[src/rtl/riscv_pkg.sv]
// Shared types and defaults for the instruction/data memory port arbiter.
package riscv_pkg;

  typedef enum logic [1:0] {
    IDLE   = 2'd0,
    BUSY_I = 2'd1,
    BUSY_D = 2'd2
  } arb_state_t;

  localparam int unsigned ARB_ADDR_W         = 32;
  localparam int unsigned ARB_DATA_W         = 32;
  localparam int unsigned ARB_TIMEOUT_CYCLES = 16;

  // Returned as read data when an access is aborted by the timeout.
  localparam logic [31:0] ARB_ERR_DATA = 32'hDEAD_BEEF;

endpackage

[src/rtl/arb_timeout_counter.sv]
// Counts consecutive busy cycles; expired is high in the last allowed busy cycle.
module arb_timeout_counter
  import riscv_pkg::*;
#(
  parameter int unsigned TIMEOUT_CYCLES = ARB_TIMEOUT_CYCLES
) (
  input  logic clk,
  input  logic reset,
  input  logic clear,
  input  logic enable,
  output logic expired
);

  localparam int unsigned CntW = $clog2(TIMEOUT_CYCLES + 1);

  logic [CntW-1:0] cnt_q;

  always_ff @(posedge clk) begin
    if (reset || clear) begin
      cnt_q <= '0;
    end else if (enable) begin
      cnt_q <= cnt_q + CntW'(1);
    end
  end

  assign expired = enable & (cnt_q == CntW'(TIMEOUT_CYCLES - 1));

endmodule

[src/rtl/mem_port_arbiter.sv]
// Single-outstanding arbiter of fetch and load/store ports onto one memory port.
// Optional busy timeout with abort and sticky err: define ARB_TIMEOUT_EN.
module mem_port_arbiter
  import riscv_pkg::*;
#(
  parameter int unsigned ADDR_W         = ARB_ADDR_W,
  parameter int unsigned DATA_W         = ARB_DATA_W,
  parameter int unsigned TIMEOUT_CYCLES = ARB_TIMEOUT_CYCLES
) (
  input  logic              clk,
  input  logic              reset,
  input  logic              if_req,
  input  logic [ADDR_W-1:0] if_addr,
  output logic              if_gnt,
  output logic              if_rvalid,
  output logic [DATA_W-1:0] if_rdata,
  input  logic              d_req,
  input  logic              d_we,
  input  logic [ADDR_W-1:0] d_addr,
  input  logic [DATA_W-1:0] d_wdata,
  input  logic [3:0]        d_be,
  output logic              d_gnt,
  output logic              d_rvalid,
  output logic [DATA_W-1:0] d_rdata,
  output logic              mem_req,
  output logic              mem_we,
  output logic [ADDR_W-1:0] mem_addr,
  output logic [DATA_W-1:0] mem_wdata,
  output logic [3:0]        mem_be,
  input  logic              mem_ready,
  input  logic [DATA_W-1:0] mem_rdata,
  output logic              stall,
  output logic              err
);

  if (TIMEOUT_CYCLES < 2) begin : g_param_check
    $error("TIMEOUT_CYCLES must be at least 2");
  end

  arb_state_t        state_q, state_d;
  logic              mem_req_q, mem_req_d;
  logic              mem_we_q, mem_we_d;
  logic [ADDR_W-1:0] mem_addr_q, mem_addr_d;
  logic [DATA_W-1:0] mem_wdata_q, mem_wdata_d;
  logic [3:0]        mem_be_q, mem_be_d;
  logic              if_rvalid_q, if_rvalid_d;
  logic              d_rvalid_q, d_rvalid_d;
  logic [DATA_W-1:0] if_rdata_q, if_rdata_d;
  logic [DATA_W-1:0] d_rdata_q, d_rdata_d;
  logic              busy;
  logic              timeout_hit;

  assign busy   = (state_q != IDLE);
  assign d_gnt  = ~busy & d_req;
  assign if_gnt = ~busy & if_req & ~d_req;
  assign stall  = (if_req & ~if_gnt) | (d_req & ~d_gnt);

`ifdef ARB_TIMEOUT_EN
  localparam logic [DATA_W-1:0] ErrData = DATA_W'(ARB_ERR_DATA);

  logic err_q;

  arb_timeout_counter #(
    .TIMEOUT_CYCLES(TIMEOUT_CYCLES)
  ) u_timeout (
    .clk    (clk),
    .reset  (reset),
    .clear  (~busy),
    .enable (busy),
    .expired(timeout_hit)
  );

  // mem_ready wins over an expiry landing in the same cycle.
  always_ff @(posedge clk) begin
    if (reset) begin
      err_q <= 1'b0;
    end else if (timeout_hit && !mem_ready) begin
      err_q <= 1'b1;
    end
  end

  assign err = err_q;
`else
  assign timeout_hit = 1'b0;
  assign err         = 1'b0;
`endif

  always_comb begin
    state_d     = state_q;
    mem_req_d   = mem_req_q;
    mem_we_d    = mem_we_q;
    mem_addr_d  = mem_addr_q;
    mem_wdata_d = mem_wdata_q;
    mem_be_d    = mem_be_q;
    if_rvalid_d = 1'b0;
    d_rvalid_d  = 1'b0;
    if_rdata_d  = if_rdata_q;
    d_rdata_d   = d_rdata_q;
    unique case (state_q)
      IDLE: begin
        if (d_req) begin
          state_d     = BUSY_D;
          mem_req_d   = 1'b1;
          mem_we_d    = d_we;
          mem_addr_d  = d_addr;
          mem_wdata_d = d_wdata;
          mem_be_d    = d_be;
        end else if (if_req) begin
          state_d    = BUSY_I;
          mem_req_d  = 1'b1;
          mem_we_d   = 1'b0;
          mem_addr_d = if_addr;
          mem_be_d   = 4'hF;
        end
      end
      BUSY_I: begin
        if (mem_ready) begin
          state_d     = IDLE;
          mem_req_d   = 1'b0;
          if_rvalid_d = 1'b1;
          if_rdata_d  = mem_rdata;
        end else if (timeout_hit) begin
          state_d     = IDLE;
          mem_req_d   = 1'b0;
          if_rvalid_d = 1'b1;
`ifdef ARB_TIMEOUT_EN
          if_rdata_d  = ErrData;
`endif
        end
      end
      BUSY_D: begin
        if (mem_ready) begin
          state_d    = IDLE;
          mem_req_d  = 1'b0;
          d_rvalid_d = 1'b1;
          // Stores complete without touching the last load data.
          if (!mem_we_q) begin
            d_rdata_d = mem_rdata;
          end
        end else if (timeout_hit) begin
          state_d    = IDLE;
          mem_req_d  = 1'b0;
          d_rvalid_d = 1'b1;
`ifdef ARB_TIMEOUT_EN
          d_rdata_d  = ErrData;
`endif
        end
      end
      default: begin
        state_d   = IDLE;
        mem_req_d = 1'b0;
      end
    endcase
  end

  always_ff @(posedge clk) begin
    if (reset) begin
      state_q     <= IDLE;
      mem_req_q   <= 1'b0;
      mem_we_q    <= 1'b0;
      mem_addr_q  <= '0;
      mem_wdata_q <= '0;
      mem_be_q    <= 4'h0;
      if_rvalid_q <= 1'b0;
      d_rvalid_q  <= 1'b0;
      if_rdata_q  <= '0;
      d_rdata_q   <= '0;
    end else begin
      state_q     <= state_d;
      mem_req_q   <= mem_req_d;
      mem_we_q    <= mem_we_d;
      mem_addr_q  <= mem_addr_d;
      mem_wdata_q <= mem_wdata_d;
      mem_be_q    <= mem_be_d;
      if_rvalid_q <= if_rvalid_d;
      d_rvalid_q  <= d_rvalid_d;
      if_rdata_q  <= if_rdata_d;
      d_rdata_q   <= d_rdata_d;
    end
  end

  assign mem_req   = mem_req_q;
  assign mem_we    = mem_we_q;
  assign mem_addr  = mem_addr_q;
  assign mem_wdata = mem_wdata_q;
  assign mem_be    = mem_be_q;
  assign if_rvalid = if_rvalid_q;
  assign if_rdata  = if_rdata_q;
  assign d_rvalid  = d_rvalid_q;
  assign d_rdata   = d_rdata_q;

endmodule

[config.mk]
export PLATFORM = sky130hd
export DESIGN_NAME = mem_port_arbiter
export DESIGN_NICKNAME = d
export VERILOG_FILES = /design/src/rtl/riscv_pkg.sv /design/src/rtl/arb_timeout_counter.sv /design/src/rtl/mem_port_arbiter.sv
export SDC_FILE = /design/constraint.sdc
export NUM_CORES = 1
export LEC_CHECK = 0
export CAP_MARGIN = 20
export CORE_ASPECT_RATIO = 1.1
export CORE_UTILIZATION = 35
export DETAILED_ROUTE_END_ITERATION = 16
export PLACE_DENSITY = 0.77
export SETUP_SLACK_MARGIN = 0.15
export SLEW_MARGIN = 20
export SYNTH_ARGS = -nofsm -noshare
export SYNTH_HDL_FRONTEND = slang
export SYNTH_HIERARCHICAL = 1
export SYNTH_SLANG_ARGS = --single-unit
export TNS_END_PERCENT = 1
[constraint.sdc]
create_clock -name clk -period 2.91 [get_ports clk]
set_clock_uncertainty 0.2 [all_clocks]
set_input_delay 0.7275 -clock clk [delete_from_list [all_inputs] [get_ports clk]]
set_output_delay 0.7275 -clock clk [all_outputs]
set_load 0.1 [all_outputs]
-- After elaboration in Yosys (flattened, before gate mapping)
Cells that the tools add are included.
- memories: 0
- logic and storage cells: 53
- register bits: 138
- bits in latches: 0
- output and inout port bits: 140
- memory bits (writable): 0
- input port bits: 138
- ROM bits: 0
- magnitude comparators: 0
- mux-type cells: 15
- $mul: 0
- equality and inequality tests: 4
- $add $sub $neg: 0
- divide/modulo/power cells: 0
- bitwise operators: 13
- reduce and logical (&&, ||, !) cells: 11
- shifts and indexed selects: 0
- operator list (operator ; count):
    2-to-1 mux 32 bit ; 2
    2-to-1 mux 4 bit ; 2
    AND reduction 2 bit ; 4
    inverter 1 bit ; 7
    2-to-1 mux 1 bit ; 6
    2-to-1 mux 2 bit ; 3
    OR reduction 2 bit ; 3
    AND 1 bit ; 5
    case mux 2 bit (2 select lines) ; 1
    nonzero test 2 bit ; 2
    != test 3 bit, second input constant ; 1
    AND reduction 3 bit ; 1
    equality test 2 x 1 -> 1 bit, second input constant ; 1
    equality test 2 bit, second input constant ; 1
    zero test 2 bit ; 1
    != test 2 x 1 -> 1 bit, second input constant ; 1
    case mux 1 bit (2 select lines) ; 1
    OR 1 bit ; 1

-- Depth between registers and ports, before layout
Gate-level depths: netlist of the first run.
- depth in word-level cells: 7
- gate-level depth with buffers: 7
- mapped depth without buffers: 6

-- Worst setup path before layout of the first run
OpenSTA, ideal clock, no wires.
- path type: input-to-output
- from: in d_req
- to: out if_gnt
- path buffers: 1
- required time: 1982 ps
- stages on the path: 3
- path slack: -275 ps
- arrival time: 2258 ps
- cells stage by stage: buf_6 > nand2b_1 > nor2_1
- longest elaborated chain between the ends: 2
- RTL lines (what ; line ; text):
    from (decl) ; mem_port_arbiter.sv:17 ; input logic d_req,
    inverter 1 bit ; mem_port_arbiter.sv:55 ; assign if_gnt = ~busy & if_req & ~d_req;
    AND 1 bit ; mem_port_arbiter.sv:55 ;
    to (decl) ; mem_port_arbiter.sv:14 ; output logic if_gnt,
No other way between the ends.

-- Worst setup path in the final report of the first run
- from: reg state_q[0]
- to: out if_gnt
- longest elaborated chain between the ends: 4
- RTL lines (what ; line ; text):
    from (decl) ; mem_port_arbiter.sv:40 ; arb_state_t state_q, state_d;
    from (signal assigned) ; mem_port_arbiter.sv:169 ; state_q <= state_d;
    nonzero test 2 bit ; mem_port_arbiter.sv:53 ; assign busy = (state_q != IDLE);
    inverter 1 bit ; mem_port_arbiter.sv:55 ;
    AND 1 bit (2 in series) ; mem_port_arbiter.sv:55 ;
No other way between the ends.

==> results of run 1 <==
through the flow:
step / cell area (um^2) / power, mW / utilization
CTS: 8500 / 6.36 / 0.583
global route: 8500 / 6.52 / 0.584
floorplan: 5280 / 3.46 / -
detailed placement: 7830 / 3.97 / 0.538
finish: 8500 / 6.30 / 0.584
global placement: 7830 / 3.95 / 0.538
cells by family (layout without fill, tap and decap cells):
family	after synthesis	count (layout)	share of synthesized area
simple gates	210	210	0.158
other cells	1	1	0.000711
mux	32	32	0.0607
flops	138	138	0.524
buf+inv	47	326	0.0496
fa+ha+maj	3	3	0.00711
compound gates	140	140	0.200
area by class of cell:
cell class | instances | area share
Clock buffer | 27 | 0.0627
Clock inverter | 5 | 0.0150
Inverter | 5 | 0.00221
Multi-Input combinational cell | 386 | 0.266
Sequential cell | 138 | 0.325
Tap cell | 192 | 0.0283
Timing Repair Buffer | 289 | 0.301
critical path: cells and delay by family (launching register included):
family / cells / cell delay [ns]
simple gates: 2 / 0.27
fa+ha+maj: 1 / 0.32
buf+inv: 2 / 0.27
flops: 1 / 0.33
power by group through the flow:
stage	Sequential, mW	Clock (mW)	Combinational, mW
after floorplan	3.06	0	0.400
after global placement	2.14	0	1.82
after detailed placement	2.14	0	1.82
after CTS	2.10	2.43	1.83
after global routing	2.12	2.51	1.89
final	2.10	2.38	1.82
final timing paths:
path,end,slack (ns),depth (start not counted)
worst max register to register,mem_addr[0],1.06,6
worst min-delay path,mem_wdata[23],0.25,2
worst max-delay path,if_gnt,0.37,5
worst min register to register,mem_wdata[23],0.25,2
flip-flops by register name, indices dropped and copies added (netlist names):
name       flops
mem_req        1
state_q        2
mem_wdata     32
if_rdata      32
mem_we         1
mem_addr      32
if_rvalid      1
d_rvalid       1
d_rdata       32
mem_be         4
repair_timing:
action / CTS / global route
resized for setup: 1 / 1
buffers inserted: 0 / 0
setup endpoints to repair: 1 / 1
gates cloned: 0 / 0
pin swaps: 0 / 0
hold buffers: 0 / 0
placed cells by master (no fill, tap or decap), drive strengths merged, types with 2 or more instances in the layout:
| cell type | n |
|---|---|
| inv | 5 |
| nor2 | 5 |
| clkbuf | 27 |
| nand2b | 2 |
| o21ai | 2 |
| o2bb2ai | 32 |
| nor2b | 2 |
| nand2 | 197 |
| ha | 3 |
| bufinv | 4 |
| mux2i | 32 |
| buf | 154 |
| a21oi | 98 |
| dfxtp | 138 |
| o221a | 5 |
| clkdlybuf4s50 | 134 |
metal layers:
metal  track usage  up-vias  wire length [um]  part of all wire
met5             0        -                 0                 0
met4        0.0931        0               376             0.024
met3        0.0647       24              1080             0.068
met2         0.333      171              7620              0.48
met1         0.242     2250              6770              0.43
li1              -     2442                 -                 -
==> impl_metrics.ini, run 1 <==
[timing]
hold_viol_final = 0
fin_crit_sh = 0.874
worst_slack_ns = 0.367
fin_setup_tns_ns = 0
finalMaxSlewViolations = 0
fmax_ghz = 0.393
slew_headroom = 0.597
setup_viol = 0
period_minus_slack_ns = 2.54
worst_slew_pin_slew_ns = 0.604
fin_hold_ws_ns = 0.252
rsz0062_at_grt = false

[synthesis]
seq_area_frac_synth = 0.524
synth_warnings = 6
synth_nets = 712
synth_most_common_cell = nand2_1
avgSynthCellArea_um2 = 9.24
yosysUniqueCellTypes = 29
ys.flop_type = dfxtp_1
yosysTopAreaCellShare = 0.524
async_flop_share = 0
synth.top_cells.by_count = 195 x nand2_1, 138 x dfxtp_1, 98 x a21oi_1
yosys.area.top_type = dfxtp_1
synth_edf_count = 0
synth-seq-cells = 138
syn_area_um2 = 5280
yosys-top-cells-area = dfxtp_1 52%, nand2_1 14%, a21oi_1 9.3%
synthCells = 571

[die]
initial_core_util = 0.362
rows = 46
die_area_um2 = 15600
ios = 278
die_width_um = 119
die_height_um = 131
fp.coreArea_um2 = 14600

[min_path]
hold_path_class = flip-flop to flip-flop
worstHoldStart = mem_wdata[23]

[place]
placed_cells = 1010
port_buffers = 276
place_congestion = 0.794
dp_hpwl_um = 11300
place_ws_ns = 0.142

[global_route]
grt_pass1_vias = 4663
grt_usage = 0.202
grt_pass1_wl_um = 24200
grt_overflow = 0
antenna_found_initial = 0
grt_max_degree = 57

[drt]
wirelength_um = 15800
drt_iter0_drc = 264
ant_nets = 0
dr.pass1.iters = 4
drc_errors = 0
viasPerCell = 4.69
wire_per_inst_um = 15.2
num_vias = 4887

[critical_path]
rr_startpoint = state_q[0]
startpoint = state_q[0]
crit_fanout = 6
crit_path_end_kind = output port
cpPeakStageDelay_ns = 0.33
cp.arrival_ns = 1.62
crit_path_cell_trace = inv_1 -> ha_1 -> nand2b_1 -> nor2_2 -> buf_12
cp_slowest_cell = dfxtp_1
start_kind = flip-flop
cp.required_ns = 1.98
criticalPathCategory = flip-flop to output port

[clock_network]
cts_tree = done
cts_root_buf = clkbuf_16
clk_latency_ns = 0.42
clock_sinks = 138
path_clk_slew_ns = 0.06
htree_levels = 4
cts_buffers = 17
clock_path_buffers = 2

[final_layout]
stdcell_count = 1042
drive_gt1_frac = 0.260
fillers = 1341
seq_area_um2 = 2760
multiInputGateArea_um2 = 2260
diodes = 0
area_growth_pct = 61.1
fin_nets = 978

[pwr]
power_switching_mw = 2.19
combPwrFrac = 0.289
p_sw_frac = 0.347
p_int_mw = 4.11
p_per_area_nw_per_um2 = 741
ir_drop_mv = 0.377
p_clk_frac = 0.377
p_leak_nw = 3.52
seq_power_share = 0.334

[job]
maxCapViolCount = 0

[run_status]
status = complete, no violations
No activity file was read; power rests on OpenSTA's default activity.
==> run 2, diff against run 1 <==
--- a/config.mk
+++ b/config.mk
@@ -9,6 +9,7 @@
 export CORE_ASPECT_RATIO = 1.1
 export CORE_UTILIZATION = 35
 export DETAILED_ROUTE_END_ITERATION = 16
+export HOLD_SLACK_MARGIN = 0.15
 export PLACE_DENSITY = 0.77
 export SETUP_SLACK_MARGIN = 0.15
 export SLEW_MARGIN = 20
@@ -16,4 +17,3 @@
 export SYNTH_HDL_FRONTEND = slang
 export SYNTH_HIERARCHICAL = 1
 export SYNTH_SLANG_ARGS = --single-unit
-export TNS_END_PERCENT = 1
==> run 2 against run 1 <==
Compared with the run above: register-to-register slack got worse by 0.02 ns; cell count fell by 0.38%; sequential share of layout area rose by 0.57 points; worst hold slack improved by 0.00098 ns; global-route usage barely moved; clock power fell by 23%; final area fell by 1.7%; non-clock buffer count fell by 1; sequential power barely moved; critical path type unchanged; critical endpoint unchanged.
==> impl_metrics.ini, run 2 (synthesis gave the netlist of run 1 again) <==
[clock_network]
cts_resized = 0
clk_latency_ns = 0.40
htree_levels = 4
cts_root_buf = clkbuf_16
path_clk_slew_ns = 0.05
cts_buffers = 17
hold_buffers = 0
clock_path_buffers = 2
cts_tree = done
cts_setup_buffers = 0
clock_sinks = 138

[timing]
fmax_ghz = 0.391
hold_viol_final = 0
fin_setup_tns_ns = 0
period_minus_slack_ns = 2.55
finalMaxSlewViolations = 0
setup_viol = 0
slew_headroom = 0.632
rsz0062_at_grt = false
fin_crit_sh = 0.878
worst_slew_pin_slew_ns = 0.553

[drt]
ant_nets = 0
num_vias = 4868
dr.pass1.iters = 4
drt_iter0_drc = 243
drc_errors = 0
wirelength_um = 15800
wire_per_inst_um = 15.2
viasPerCell = 4.69

[place]
dp_hpwl_um = 11200
port_buffers = 276
place_congestion = 0.787

[run_status]
status = complete, no violations

[critical_path]
criticalPathCategory = flip-flop to output port
cp.required_ns = 1.98
crit_fanout = 6
rr_startpoint = state_q[0]
crit_path_end_kind = output port
cp.arrival_ns = 1.63
startpoint = state_q[0]
start_kind = flip-flop

[pwr]
power_switching_mw = 2.14
p_leak_nw = 3.45
p_int_mw = 3.63
ir_drop_mv = 0.377
p_per_area_nw_per_um2 = 691
p_sw_frac = 0.371
p_clk_frac = 0.318
total_power_mw = 5.77
seq_power_share = 0.365
combPwrFrac = 0.316

[final_layout]
drive_gt1_frac = 0.253
area_growth_pct = 58.3
final_common_cell = nand2_1
multiInputGateArea_um2 = 2260
final_cell_mix = 195 x nand2_1, 146 x buf_4, 138 x dfxtp_1
fillers = 1332
seq_area_um2 = 2760
diodes = 0
fin_nets = 977

[global_route]
grt_pass1_wl_um = 24500
grt_pass1_vias = 4790
grt_max_degree = 58
antenna_found_initial = 1
grt_usage = 0.202
grt_overflow = 0

[job]
maxCapViolCount = 0

[die]
fp.coreArea_um2 = 14600
die_height_um = 131
initial_core_util = 0.362
die_width_um = 119
die_area_um2 = 15600
ios = 278
rows = 46

[min_path]
worstHoldStart = if_rdata[3]
hold_path_class = flip-flop to flip-flop
==> run 2: changes by cell type in the layout (fill, tap and decap cells not counted), sizes merged <==
| cell | change |
|---|---|
| bufinv | -4 |
| clkinvlp | -1 |
| buf | -1 |
| clkinv | +4 |
| clkbuf | -2 |
==> run 2: routing by layer <==
layer  wire (um)  track usage
met4         285       0.0819
met5           0            0
met3        1120       0.0582
met2        7820        0.347
met1        6600        0.238
==> run 2: area by class of cell <==
cell class                 instances  share of cell area
tap                              192              0.0288
inverter                           5             0.00225
timing repair buffer             288               0.308
clock buffer                      25              0.0569
clock inverter                     4             0.00240
sequential                       138               0.331
multi-input combinational        386               0.270
==> run 2: worst max-delay path, cell delays in order, from the launching register on <==
cell and delay (ns):
dfxtp_1 0.33, inv_1 0.08, ha_1 0.32, nand2b_1 0.16, nor2_2 0.15, buf_12 0.19
==> run 2: path summary, 6_finish.rpt <==
kind | to | slack [ns] | depth (start not counted)
max | if_gnt | 0.36 | 5
min | if_rdata[3] | 0.25 | 2
max reg2reg | mem_wdata[19] | 1.04 | 7
min reg2reg | if_rdata[3] | 0.25 | 2
==> run 2: power by group through the flow <==
stage	combinational, mW	clock [mW]	sequential (mW)
detailed placement	1.83	0	2.14
global placement	1.83	0	2.14
global route	1.90	1.97	2.12
floorplan	0.402	0	3.06
CTS	1.84	1.89	2.11
finish	1.83	1.84	2.11
==> run 2: through the flow <==
step	cells	instance area [um^2]	hold slack (ns)	setup WS [ns]	util
global route	1038	8350	0.268	0.259	0.573
detailed placement	1009	7850	0.247	0.183	0.539
finish	1038	8350	0.253	0.356	0.573
global placement	1009	7850	0.242	0.193	0.539
CTS	1038	8350	0.255	0.176	0.573
floorplan	571	5280	0.275	0.179	-
